`config.mk`:
```
export PLATFORM = sky130hd
export DESIGN_NAME = alu_arbiter
export DESIGN_NICKNAME = d
export VERILOG_FILES = /design/src/rtl/alu_pkg.sv /design/src/rtl/alu_arbiter.sv
export SDC_FILE = /design/constraint.sdc
export NUM_CORES = 1
export LEC_CHECK = 0
export CAP_MARGIN = 10
export CORE_MARGIN = 2
export CORE_UTILIZATION = 40
export DETAILED_ROUTE_END_ITERATION = 7
export PLACE_DENSITY = 0.84
export SYNTH_ARGS = -nofsm -noshare
export SYNTH_HDL_FRONTEND = slang
export SYNTH_SLANG_ARGS = --single-unit
```
`constraint.sdc`:
```
create_clock -name clk -period 4.1 [get_ports clk]
set_clock_uncertainty 0.2 [all_clocks]
set_input_delay 0.41 -clock clk [delete_from_list [all_inputs] [get_ports clk]]
set_output_delay 0.41 -clock clk [all_outputs]
set_load 0.02 [all_outputs]
```
`src/rtl/alu_pkg.sv`:
```
// Operation encoding shared by the ALU and every block that drives it.
package alu_pkg;

    typedef enum logic [3:0] {
        ALU_SLL  = 4'd0,
        ALU_SRL  = 4'd1,
        ALU_ADD  = 4'd2,
        ALU_SUB  = 4'd3,
        ALU_LUI  = 4'd4,
        ALU_XOR  = 4'd5,
        ALU_OR   = 4'd6,
        ALU_AND  = 4'd7,
        ALU_SLT  = 4'd8,
        ALU_SLTU = 4'd9,
        ALU_SRA  = 4'd10
    } alu_operation_type;

endpackage

```
`src/rtl/alu_arbiter.sv`:
```
// Two-requester round-robin front end for one shared combinational ALU:
// accept, drive the ALU for one cycle, return a tagged registered response.
module alu_arbiter
    import alu_pkg::*;
#(
    parameter int DATA_WIDTH = 32
) (
    input  logic                             clk,
    input  logic                             rst_n,
    input  logic [1:0]                       req_valid,
    output logic [1:0]                       req_ready,
    input  logic [1:0][DATA_WIDTH-1:0]       req_a,
    input  logic [1:0][DATA_WIDTH-1:0]       req_b,
    input  alu_operation_type [1:0]          req_op,
    output logic [DATA_WIDTH-1:0]            alu_a,
    output logic [DATA_WIDTH-1:0]            alu_b,
    output alu_operation_type                alu_op,
    input  logic [DATA_WIDTH-1:0]            alu_result,
    input  logic                             alu_zero,
    output logic                             rsp_valid,
    input  logic                             rsp_ready,
    output logic                             rsp_id,
    output logic [DATA_WIDTH-1:0]            rsp_result,
    output logic                             rsp_zero,
    output logic                             rsp_err
);

    typedef enum logic [1:0] {
        IDLE = 2'd0,
        EXEC = 2'd1,
        RESP = 2'd2
    } state_t;

    state_t                  state_q, state_d;
    logic                    last_grant_q, last_grant_d;
    logic [DATA_WIDTH-1:0]   lat_a_q, lat_a_d;
    logic [DATA_WIDTH-1:0]   lat_b_q, lat_b_d;
    alu_operation_type       lat_op_q, lat_op_d;
    logic                    lat_id_q, lat_id_d;
    logic                    rsp_valid_q, rsp_valid_d;
    logic                    rsp_id_q, rsp_id_d;
    logic [DATA_WIDTH-1:0]   rsp_result_q, rsp_result_d;
    logic                    rsp_zero_q, rsp_zero_d;
    logic                    rsp_err_q, rsp_err_d;

    logic                    grant_vld;
    logic                    grant_id;
    logic                    exec_legal;

    function automatic logic op_is_legal(input alu_operation_type op);
        logic legal;
        case (op)
            ALU_SLL, ALU_SRL, ALU_ADD, ALU_SUB, ALU_LUI, ALU_XOR,
            ALU_OR, ALU_AND, ALU_SLT, ALU_SLTU, ALU_SRA: legal = 1'b1;
            default:                                    legal = 1'b0;
        endcase
        return legal;
    endfunction

    // On a tie the requester that did not win last time gets the grant.
    always_comb begin
        grant_vld = (state_q == IDLE) && (req_valid != 2'b00);
        if (req_valid == 2'b11) begin
            grant_id = ~last_grant_q;
        end else begin
            grant_id = req_valid[1];
        end
    end

    always_comb begin
        req_ready = 2'b00;
        if (grant_vld) begin
            req_ready = grant_id ? 2'b10 : 2'b01;
        end
    end

    assign exec_legal = op_is_legal(lat_op_q);

    // Illegal ops never reach the ALU; it sees the same quiet ADD 0,0 as idle.
    always_comb begin
        alu_op = ALU_ADD;
        alu_a  = '0;
        alu_b  = '0;
        if ((state_q == EXEC) && exec_legal) begin
            alu_op = lat_op_q;
            alu_a  = lat_a_q;
            alu_b  = lat_b_q;
        end
    end

    always_comb begin
        state_d      = state_q;
        last_grant_d = last_grant_q;
        lat_a_d      = lat_a_q;
        lat_b_d      = lat_b_q;
        lat_op_d     = lat_op_q;
        lat_id_d     = lat_id_q;
        rsp_valid_d  = rsp_valid_q;
        rsp_id_d     = rsp_id_q;
        rsp_result_d = rsp_result_q;
        rsp_zero_d   = rsp_zero_q;
        rsp_err_d    = rsp_err_q;
        case (state_q)
            IDLE: begin
                if (grant_vld) begin
                    lat_a_d      = req_a[grant_id];
                    lat_b_d      = req_b[grant_id];
                    lat_op_d     = req_op[grant_id];
                    lat_id_d     = grant_id;
                    last_grant_d = grant_id;
                    state_d      = EXEC;
                end
            end
            EXEC: begin
                rsp_id_d     = lat_id_q;
                rsp_result_d = exec_legal ? alu_result : '0;
                rsp_zero_d   = exec_legal ? alu_zero : 1'b0;
                rsp_err_d    = ~exec_legal;
                rsp_valid_d  = 1'b1;
                state_d      = RESP;
            end
            RESP: begin
                if (rsp_ready) begin
                    rsp_valid_d = 1'b0;
                    state_d     = IDLE;
                end
            end
            default: begin
                rsp_valid_d = 1'b0;
                state_d     = IDLE;
            end
        endcase
    end

    // Reset leaves last_grant at 1 so requester 0 wins the first tie.
    always_ff @(posedge clk or negedge rst_n) begin
        if (!rst_n) begin
            state_q      <= IDLE;
            last_grant_q <= 1'b1;
            lat_a_q      <= '0;
            lat_b_q      <= '0;
            lat_op_q     <= ALU_ADD;
            lat_id_q     <= 1'b0;
            rsp_valid_q  <= 1'b0;
            rsp_id_q     <= 1'b0;
            rsp_result_q <= '0;
            rsp_zero_q   <= 1'b0;
            rsp_err_q    <= 1'b0;
        end else begin
            state_q      <= state_d;
            last_grant_q <= last_grant_d;
            lat_a_q      <= lat_a_d;
            lat_b_q      <= lat_b_d;
            lat_op_q     <= lat_op_d;
            lat_id_q     <= lat_id_d;
            rsp_valid_q  <= rsp_valid_d;
            rsp_id_q     <= rsp_id_d;
            rsp_result_q <= rsp_result_d;
            rsp_zero_q   <= rsp_zero_d;
            rsp_err_q    <= rsp_err_d;
        end
    end

    assign rsp_valid  = rsp_valid_q;
    assign rsp_id     = rsp_id_q;
    assign rsp_result = rsp_result_q;
    assign rsp_zero   = rsp_zero_q;
    assign rsp_err    = rsp_err_q;

endmodule

```
Yosys cells after proc, flatten, opt, wreduce, memory -nomap -nowiden
Memories as Yosys holds them, arrays and structs flattened.
Index checks and enable logic that the tools add are counted.
Operators by class
  div/mod/pow operators: 0
  reduce and logical (&&, ||, !) cells: 7
  order comparisons: 1
  bitwise gates (word level): 3
  muxes and demuxes: 19
  shift operators: 0
  add/subtract/negate cells: 0
  eq/ne operators: 5
  $mul: 0
Operator list (count)
  32-bit two-way mux: 7
  4-bit two-way mux: 3
  2-bit two-way mux: 4
  2-bit case mux with 3 select lines: 1
  2-bit AND reduction: 3
  2-bit == test, second input constant: 2
  2-bit != test, second input constant: 2
  1-bit two-way mux: 3
  1-bit inverter: 3
  1-bit case mux with 3 select lines: 1
  2-bit by 1-bit == test with 1-bit output, second input constant: 1
  1-bit logical AND: 2
  2-bit zero test: 1
  1-bit by 2-bit less-than comparator with 1-bit output, second input constant: 1
  2-bit nonzero test: 1
Word-level totals
  memory bits (writable): 0
  input bits: 174
  register bits: 108
  output and inout bits: 106
  word-level logic and storage cells: 47
  memories kept: 1
  memory bits (read-only): 16
  latch bits: 0
Memory list
  (name not given): depth 16, bits a word 1, read ports 1, clocked after memory_dff 0, write ports 0, RTL line alu_arbiter.sv:52  | case (op)

Depth between registers and ports, before layout
Gate-level depths: netlist of the first run.
  depth in word-level cells: 4
  depth in mapped cells: 6
  mapped depth without buffers: 3

Least setup slack after synthesis of the first run
OpenSTA, ideal clock, no wires.
  path kind: flip-flop to output port
  start: reg state_q[1]
  end: out alu_a[0]
  path slack: 2040 ps
  stages on the path, launching flop included: 7
  path buffers: 3
  data arrival time: 1450 ps
  data required time: 3490 ps
  cell sequence: dfrtp_1 -> nand2b_1 -> buf_2 -> a21oi_2 -> buf_2 -> clkbuf_1 -> and2_1
On the way
  word-level cells in the longest chain between the ends: 3
Ends and longest elaborated chain
  start, declared: RTL line alu_arbiter.sv:34  | state_t state_q, state_d;
  start signal, assigned: RTL line alu_arbiter.sv:150  | state_q <= state_d;
  2-bit by 1-bit == test with 1-bit output: RTL line alu_arbiter.sv:84  | if ((state_q == EXEC) && exec_legal) begin
  1-bit logical AND: RTL line alu_arbiter.sv:84
  32-bit two-way mux: RTL line alu_arbiter.sv:84
  end, declared: RTL line alu_arbiter.sv:15  | output logic [DATA_WIDTH-1:0] alu_a,
No other way between the ends.

Worst setup path after layout of the first run
  start: reg lat_op_q[0]
  end: out alu_a[19]
On the way
  word-level cells in the longest chain between the ends: 3
Ends and longest elaborated chain
  start, declared: RTL line alu_arbiter.sv:38  | alu_operation_type lat_op_q, lat_op_d;
  start signal, assigned: RTL line alu_arbiter.sv:154  | lat_op_q <= lat_op_d;
  memory read 16 x 1 bit
  1-bit logical AND: RTL line alu_arbiter.sv:84
  32-bit two-way mux: RTL line alu_arbiter.sv:84
No other way between the ends.

==> results list, run 1 <==
* Status: finished, final reports clean
- Total of buffers placed on input and output ports: 279
- Comb pwr share: 51.5%
* Fin. max-slew vios: 0
- Synthesis handed over a netlist of 409 instances.
- At the worst endpoint, the required time is 3.49 ns.
- The floorplan has 40 rows.
- For this run, the number of standard cells in the final layout without fillers is 814.
- For this design, the sink count on the clock tree is 108.
- Register-to-Register Path Depth: 4
- Met2 Track Usage GR: 42.58%
* Pwr dens: 703.3 nW/um2
* Area grow syn2layout: 64.66%
* Wire length of the first global-routing pass: 24220 um
- The final layout contains 837 nets.
- In this run the count of I/O pins placed on the die edge is 280.
- Subtracting the final worst setup slack from the clock period gives 3.322 ns.
- After layout, the worst path uses 81.02% of the clock period.
- Global route total overflow: 0
- After detailed routing, the number of remaining DRC violations is 0.
- The die is 114.4 um tall.
* Element type at the critical path start: flip-flop
* Area of the core region: 11960 um2
- Number of buffers added by the clock tree synthesis step: 9
* TritonCTS clock tree: done
- Number of synthesized register bits: 108
- Initial antenna violation count: 0
* GRT Util Overall: 23.94%
- Reported leakage power: 3.585 nW
* Number of levels in the clock H-tree: 3
- Aggregate negative setup slack: 0 ns
- After clock tree synthesis, the clock-pin slew on the worst setup and hold paths is 0.07 ns.
- Insertion delay of the later-clocked pin in the worst-skew pair: 0.34 ns
* Per-cell via count in the routed design: 5.539
- Number of warnings reported in the yosys synthesis log: 0
- The internal portion of the total power is 3.510 mW.
* Max-slew headroom at the worst pin: 26.60%
- In the final layout, the share of cells above drive strength 1 is 4.798%.
- Once detail routing completed, the nets flagged for antenna violations numbered 0.
* CP Class: reg -> out
* Sequential area share after synthesis: 55.52%
- Post-Synthesis Cell Area: 4872 um2
* Layer carrying the most global-route usage: met2
- Most frequent cells in the layout: sky130_fd_sc_hd__clkdlybuf4s50_1 (278), sky130_fd_sc_hd__dfrtp_1 (106), sky130_fd_sc_hd__and2_1 (68), sky130_fd_sc_hd__and3_1 (68), sky130_fd_sc_hd__a221o_1 (68)
- Reg2reg end: lat_a_q[9]
- Met1 track demand over resource in global routing: 28.09%
- Count of final setup violators: 0
- The first routing iteration left 331 violations.
- Of all nets on the critical path, the largest fanout is 59.
- In this run the critical register-to-register path is launched from state_q[1].
- The HPWL after detailed placement is 11360 um.
- Worst Setup SP: lat_op_q[0]
- The worst setup path is captured at a primary output.
- Sequential cells account for 33.7% of the total power.
- Most common cell after layout, fill and taps aside: sky130_fd_sc_hd__clkdlybuf4s50_1
- R2R Setup Slk: 1.44 ns
- The first detailed-routing pass ran for 4 iterations.
- Die area: 13080 um2
* Worst path arrival time: 2.71 ns
- Net switching is 37.79% of the power.
* Worst-Margin Slew: 1.101 ns
- Vias after detailed routing: 4509
- Worst hold path class: in -> async
- Switching Power: 2.132 mW
- A synthesized cell averages 11.91 um2.
- For this run, global-route usage on met3 was measured as 4.764%.
- The die is 114.4 um wide.
- Final Hold Slack: 0.07966 ns
- Synthesis produced a netlist with a net count of 583.
- Entering global routing, the biggest net connects 88 pins.
- The congestion estimate from routability-driven global placement came to 0.8447.
* Maximum clock path buffer count: 2
- Starting Density: 40.73%
- Via count of the first global-routing pass: 4640
* Max cap viols: 0
- Number of buffers added to fix hold violations after cts: 0
- The number of hold violations in the final report is 0.
* Max Clk Rate: 301.0 MHz
* Clock share of power: 14.8%
- Distinct cells, synth: 24
* Root Buffer Master: sky130_fd_sc_hd__clkbuf_16
- The worst-case IR drop observed on VDD is 0.0003236 V.
* Total wire length after detailed routing: 16140 um
- The number of antenna diodes in the final layout is 0.
- The number of placed instances, taps included, is 799.
- Number of cells upsized or downsized after cts: 0
- Setup repair after global routing left no endpoint under its margin.
- In the final routed layout, each cell accounts on average for 19.82 um.
- Post-CTS timing repair inserted 0 buffers for setup.
-- cell type report --
| cell class | count | area, um2 |
|---|---|---|
| inverter | 2 | 7.507 |
| tap | 147 | 183.9 |
| multi-input combinational | 255 | 1976 |
| sequential | 108 | 2705 |
| fill | 888 | 3939 |
| clock inverter | 3 | 21.27 |
| timing repair buffer | 287 | 2863 |
| clock buffer | 12 | 266.5 |
-- state kept, by name (all words and copies together), names as in the netlist --
| register | cells |
|---|---|
| rsp_err | 1 |
| rsp_result | 32 |
| last_grant_q | 1 |
| rsp_valid | 1 |
| lat_b_q | 32 |
| rsp_zero | 1 |
| lat_id_q | 1 |
| lat_op_q | 4 |
| lat_a_q | 32 |
| state_q | 2 |
| rsp_id | 1 |
-- stage by stage --
stage	power [mW]	cell area, um2	worst slack [ns]	util, %
6_report	5.642	8023	0.7780	67.07
2_1_floorplan	3.539	4872	2.040	-
4_1_cts	5.692	8023	0.7436	67.07
5_1_grt	5.953	8023	0.6192	67.07
3_3_place_gp	4.723	7735	1.234	64.67
3_5_place_dp	4.819	7735	1.121	64.67
-- critical path, stage by stage, from the launching register on --
cell,delay [ns]
sky130_fd_sc_hd__dfrtp_1,0.40
sky130_fd_sc_hd__a21o_1,0.23
sky130_fd_sc_hd__a21oi_4,0.59
sky130_fd_sc_hd__buf_12,0.30
sky130_fd_sc_hd__and2_1,0.18
sky130_fd_sc_hd__clkdlybuf4s50_1,0.62
-- power groups by stage --
stage / Clock, mW / Sequential (mW) / Combinational, mW
after floorplan: 0 / 2.00 / 1.54
after global placement: 0 / 1.89 / 2.83
after detailed placement: 0 / 1.91 / 2.91
after CTS: 0.853 / 1.90 / 2.93
after global routing: 0.893 / 1.96 / 3.10
final: 0.835 / 1.90 / 2.90
-- cells in the mapped netlist --
cell | n | share of area, %
sky130_fd_sc_hd__clkbuf_2 | 1 | 0.10
sky130_fd_sc_hd__buf_2 | 18 | 1.8
sky130_fd_sc_hd__and2_1 | 68 | 8.7
sky130_fd_sc_hd__and3_1 | 68 | 8.7
sky130_fd_sc_hd__o21ai_2 | 1 | 0.18
sky130_fd_sc_hd__a221o_1 | 68 | 14
sky130_fd_sc_hd__o21ai_0 | 1 | 0.10
sky130_fd_sc_hd__clkbuf_1 | 22 | 1.7
sky130_fd_sc_hd__mux2_2 | 1 | 0.23
sky130_fd_sc_hd__a21oi_1 | 1 | 0.10
sky130_fd_sc_hd__dfrtp_1 | 106 | 54
sky130_fd_sc_hd__buf_6 | 3 | 0.69
sky130_fd_sc_hd__nand2_1 | 2 | 0.15
sky130_fd_sc_hd__a21oi_2 | 1 | 0.18
sky130_fd_sc_hd__nor2_2 | 1 | 0.13
sky130_fd_sc_hd__nand2b_1 | 3 | 0.39
sky130_fd_sc_hd__and3_4 | 1 | 0.23
sky130_fd_sc_hd__a22o_1 | 33 | 5.9
sky130_fd_sc_hd__dfstp_2 | 2 | 1.1
sky130_fd_sc_hd__nor2_1 | 1 | 0.077
sky130_fd_sc_hd__a21boi_2 | 1 | 0.23
sky130_fd_sc_hd__o21a_1 | 1 | 0.15
sky130_fd_sc_hd__a21o_1 | 3 | 0.46
sky130_fd_sc_hd__inv_1 | 2 | 0.15
-- logic make-up after synthesis --
logic type / after synthesis / share of synthesized area [%]
AND/OR/NAND/NOR: 144 / 18.44
AO/OA/AOI/OAI: 110 / 21.31
flip-flops: 108 / 55.52
buffers and inverters: 46 / 4.494
multiplexers: 1 / 0.2311
-- layer usage --
layer	vias up	share of wire [%]
met5	-	0
met4	0	3.2
met3	37	6.3
met2	211	51
met1	2207	39
li1	2054	-
-- worst max-delay path by stage --
stage	to	slack, ns	depth (start not counted)
2_1_floorplan	alu_a[0]	2.04	6
3_3_place_gp	alu_op[0]	1.23	5
3_5_place_dp	alu_op[0]	1.12	5
4_1_cts	alu_a[19]	0.74	5
5_1_grt	alu_a[19]	0.62	5
6_report	alu_a[19]	0.78	5
No activity file was read; power rests on OpenSTA's default activity.
==> inputs of run 2 (changes only) <==
- CORE_UTILIZATION: 40 -> 38
- PLACE_DENSITY: 0.84 -> 0.8
- clock period: 4.1 -> 3.25 ns (I/O delays scaled with it)
==> results list, run 2 (synthesized netlist as in run 1, its figures left out) <==
- The flow ran to the end, and the final reports show no timing, DRC or antenna violations.
- Clock Pin Slew Worst Setup and Hold Paths: 0.07 ns (about the same)
* Reported leakage power: 3.602 nW (+0.47%)
* Peak fanout along the critical path: 49 (-17%)
- TritonCTS built the clock tree.
- The global-route congestion overflow total is 0 (unchanged).
- Endpoint kind of the worst setup timing path: primary output
- The count of cells resized by post-cts repair is 0 (unchanged).
* Insertion delay of the later-clocked pin in the worst-skew pair: 0.34 ns (about the same)
- Width of the die: 117.2 um (+2.5%)
* Count of final hold-check violations: 0 (unchanged)
- The total negative slack was 0 ns (unchanged).
- The number of port buffers was 279 (unchanged).
* Min Clock Period, post-route: 2.867 ns
* Wire length of the first global-routing pass: 23780 um (-1.8%)
* Number of buffers added by the clock tree synthesis step: 9 (unchanged)
- Number of levels in the clock H-tree: 3 (unchanged)
- R2R Setup Slk: 1.22 ns (-0.22 ns)
- Sequential standard cell area: 2705 um2 (unchanged)
* Critical path required time: 2.72 ns (-0.77 ns)
* HPWL after detailed placement: 11400 um (+0.35%)
- Final worst path period share: 88.20%
- The routed via count is 4503 (-0.13%).
* Number of cells on the worst hold path: 1
- Area of the core region: 12570 um2 (+5.1%)
- The global placer's final weighted congestion came to 0.7675 (-9.1%).
* Detailed-router iteration count before antenna repair: 6 (+2)
- Max-slew headroom at the worst pin: 50.70% (+24 points)
- The number of buffers on the longest clock path came to 2 (unchanged).
* Element type at the critical path start: flip-flop
* Largest net degree at the start of global routing: 69 (-22%)
* Register-to-Register Path Depth: 4 (unchanged)
- The worst setup path is of the reg -> out kind.
- The delay contributed by the slowest stage of the critical path is 0.62 ns (about the same).
* Die Ht: 117.2 um (+2.5%)
- The per-cell routed wire length was 18.93 um (-4.5%).
- 1st-iter DRT viols: 237 (-28%)
- Starting Density: 38.77% (-2.0 points)
* # clock sinks: 108 (unchanged)
- Area grow syn2layout: 66.23%
- Initial antenna violation count: 0 (unchanged)
* Cell breakdown of the critical path: a21o_1 > a21oi_4 > buf_4 > and2_1 > clkdlybuf4s50_1
* Site row count: 41 (+2.5%)
* Antenna Nets Post-Route: 0 (unchanged)
* Most common cell after layout, fill and taps aside: sky130_fd_sc_hd__clkdlybuf4s50_1
- Root Buffer Master: sky130_fd_sc_hd__clkbuf_16
- Drt drc: 0 (unchanged)
* Count of final setup violators: 0 (unchanged)
- The multi-input logic area is 1978 um2 (+0.13%).
* Max Clk Rate: 348.8 MHz
* Total wire length after detailed routing: 15950 um (-1.1%)
- Fill cell instance count of the final layout: 982 (+11%)
* Post-layout net count: 840 (+0.36%)
- Setup repair after global routing left no endpoint under its margin.
- The slowest stage of the critical path is the sky130_fd_sc_hd__clkdlybuf4s50_1 cell.
* Most frequent cells in the layout: sky130_fd_sc_hd__clkdlybuf4s50_1 (278), sky130_fd_sc_hd__dfrtp_1 (106), sky130_fd_sc_hd__and2_1 (68), sky130_fd_sc_hd__and3_1 (68), sky130_fd_sc_hd__a221o_1 (68)
- Max cap viols: 0 (unchanged)
- Worst path arrival time: 2.34 ns (-0.37 ns)
* Layout cells sized above 1: 5.067% (+0.27 points)
* Final Hold Slack: 0.2862 ns (+0.2066 ns)
- The utilization of the core after routing was 64.44% (-2.6 points).
- Per-cell via count in the routed design: 5.342 (-3.6%)
- Fin. max-slew vios: 0 (unchanged)
- GRT Util Overall: 22.62% (-1.3 points)
- Power consumption: 7.156 mW (+27%)
- The actual transition at the worst max-transition pin was 0.7396 ns (-0.3614 ns).
* I/O pins: 280 (unchanged)
- The total power per unit cell area is 883.5 nW/um2 (+26%).
- Die area: 13740 um2 (+5.1%)
* Worst hold path class: reg -> reg
* Via count of the first global-routing pass: 4558 (-1.8%)
- The peak ir drop on the vdd network came to 0.0003777 V (+17%).
- The number of inserted diodes is 0 (unchanged).
run 2: what timing repair did:
action	CTS	global route
hold endpoints to repair	52	0
setup buffers	0	0
hold buffers	1	0
endpoints found under the setup margin	0	0
run 2: final cells by class:
type	instances	area share, %
sequential	108	33.40
clock inverter	3	0.5562
multi-input combinational	255	24.42
inverter	2	0.09269
clock buffer	13	3.213
timing repair buffer	290	35.66
tap	172	2.657
run 2: worst max-delay path, delay by kind of cell, from the launching register on:
family | cells | cell delay, ns
buffers and inverters | 2 | 1.02
AND/OR/NAND/NOR | 1 | 0.19
flip-flops | 1 | 0.41
AO/OA/AOI/OAI | 2 | 0.37
run 2: per-stage QoR:
stage               worst slack [ns]  area (um2)  std cells
global route                  0.2683        8099        843
floorplan                      1.275        4872        409
global placement              0.8020        7784        826
detailed placement            0.7496        7784        826
CTS                           0.3708        8099        843
finish                        0.3834        8099        843
run 2: final timing paths:
kind                         startpoint              to
max                         lat_op_q[0]       alu_b[17]
min                            lat_id_q        lat_id_q
max reg2reg                last_grant_q     lat_a_q[26]
min reg2reg                    lat_id_q        lat_id_q
max in group asynchronous         rst_n    last_grant_q
min in group asynchronous         rst_n  rsp_result[12]
run 2: where the power goes:
part           switching, mW  internal, mW  total, mW  leakage (nW)
registers              0.389          2.00       2.39          1.34
logic                   1.81          1.84       3.65          2.12
clock network          0.470         0.641       1.11         0.142
run 2: metal layers:
| metal | up-vias | GRT usage [%] | wire, um |
|---|---|---|---|
| li1 | 2064 | - | - |
| met1 | 2203 | 26.59 | 6070 |
| met2 | 203 | 38.66 | 8049 |
| met3 | 33 | 5.922 | 1353 |
| met4 | 0 | 10.59 | 481 |
| met5 | - | 0 | 0 |
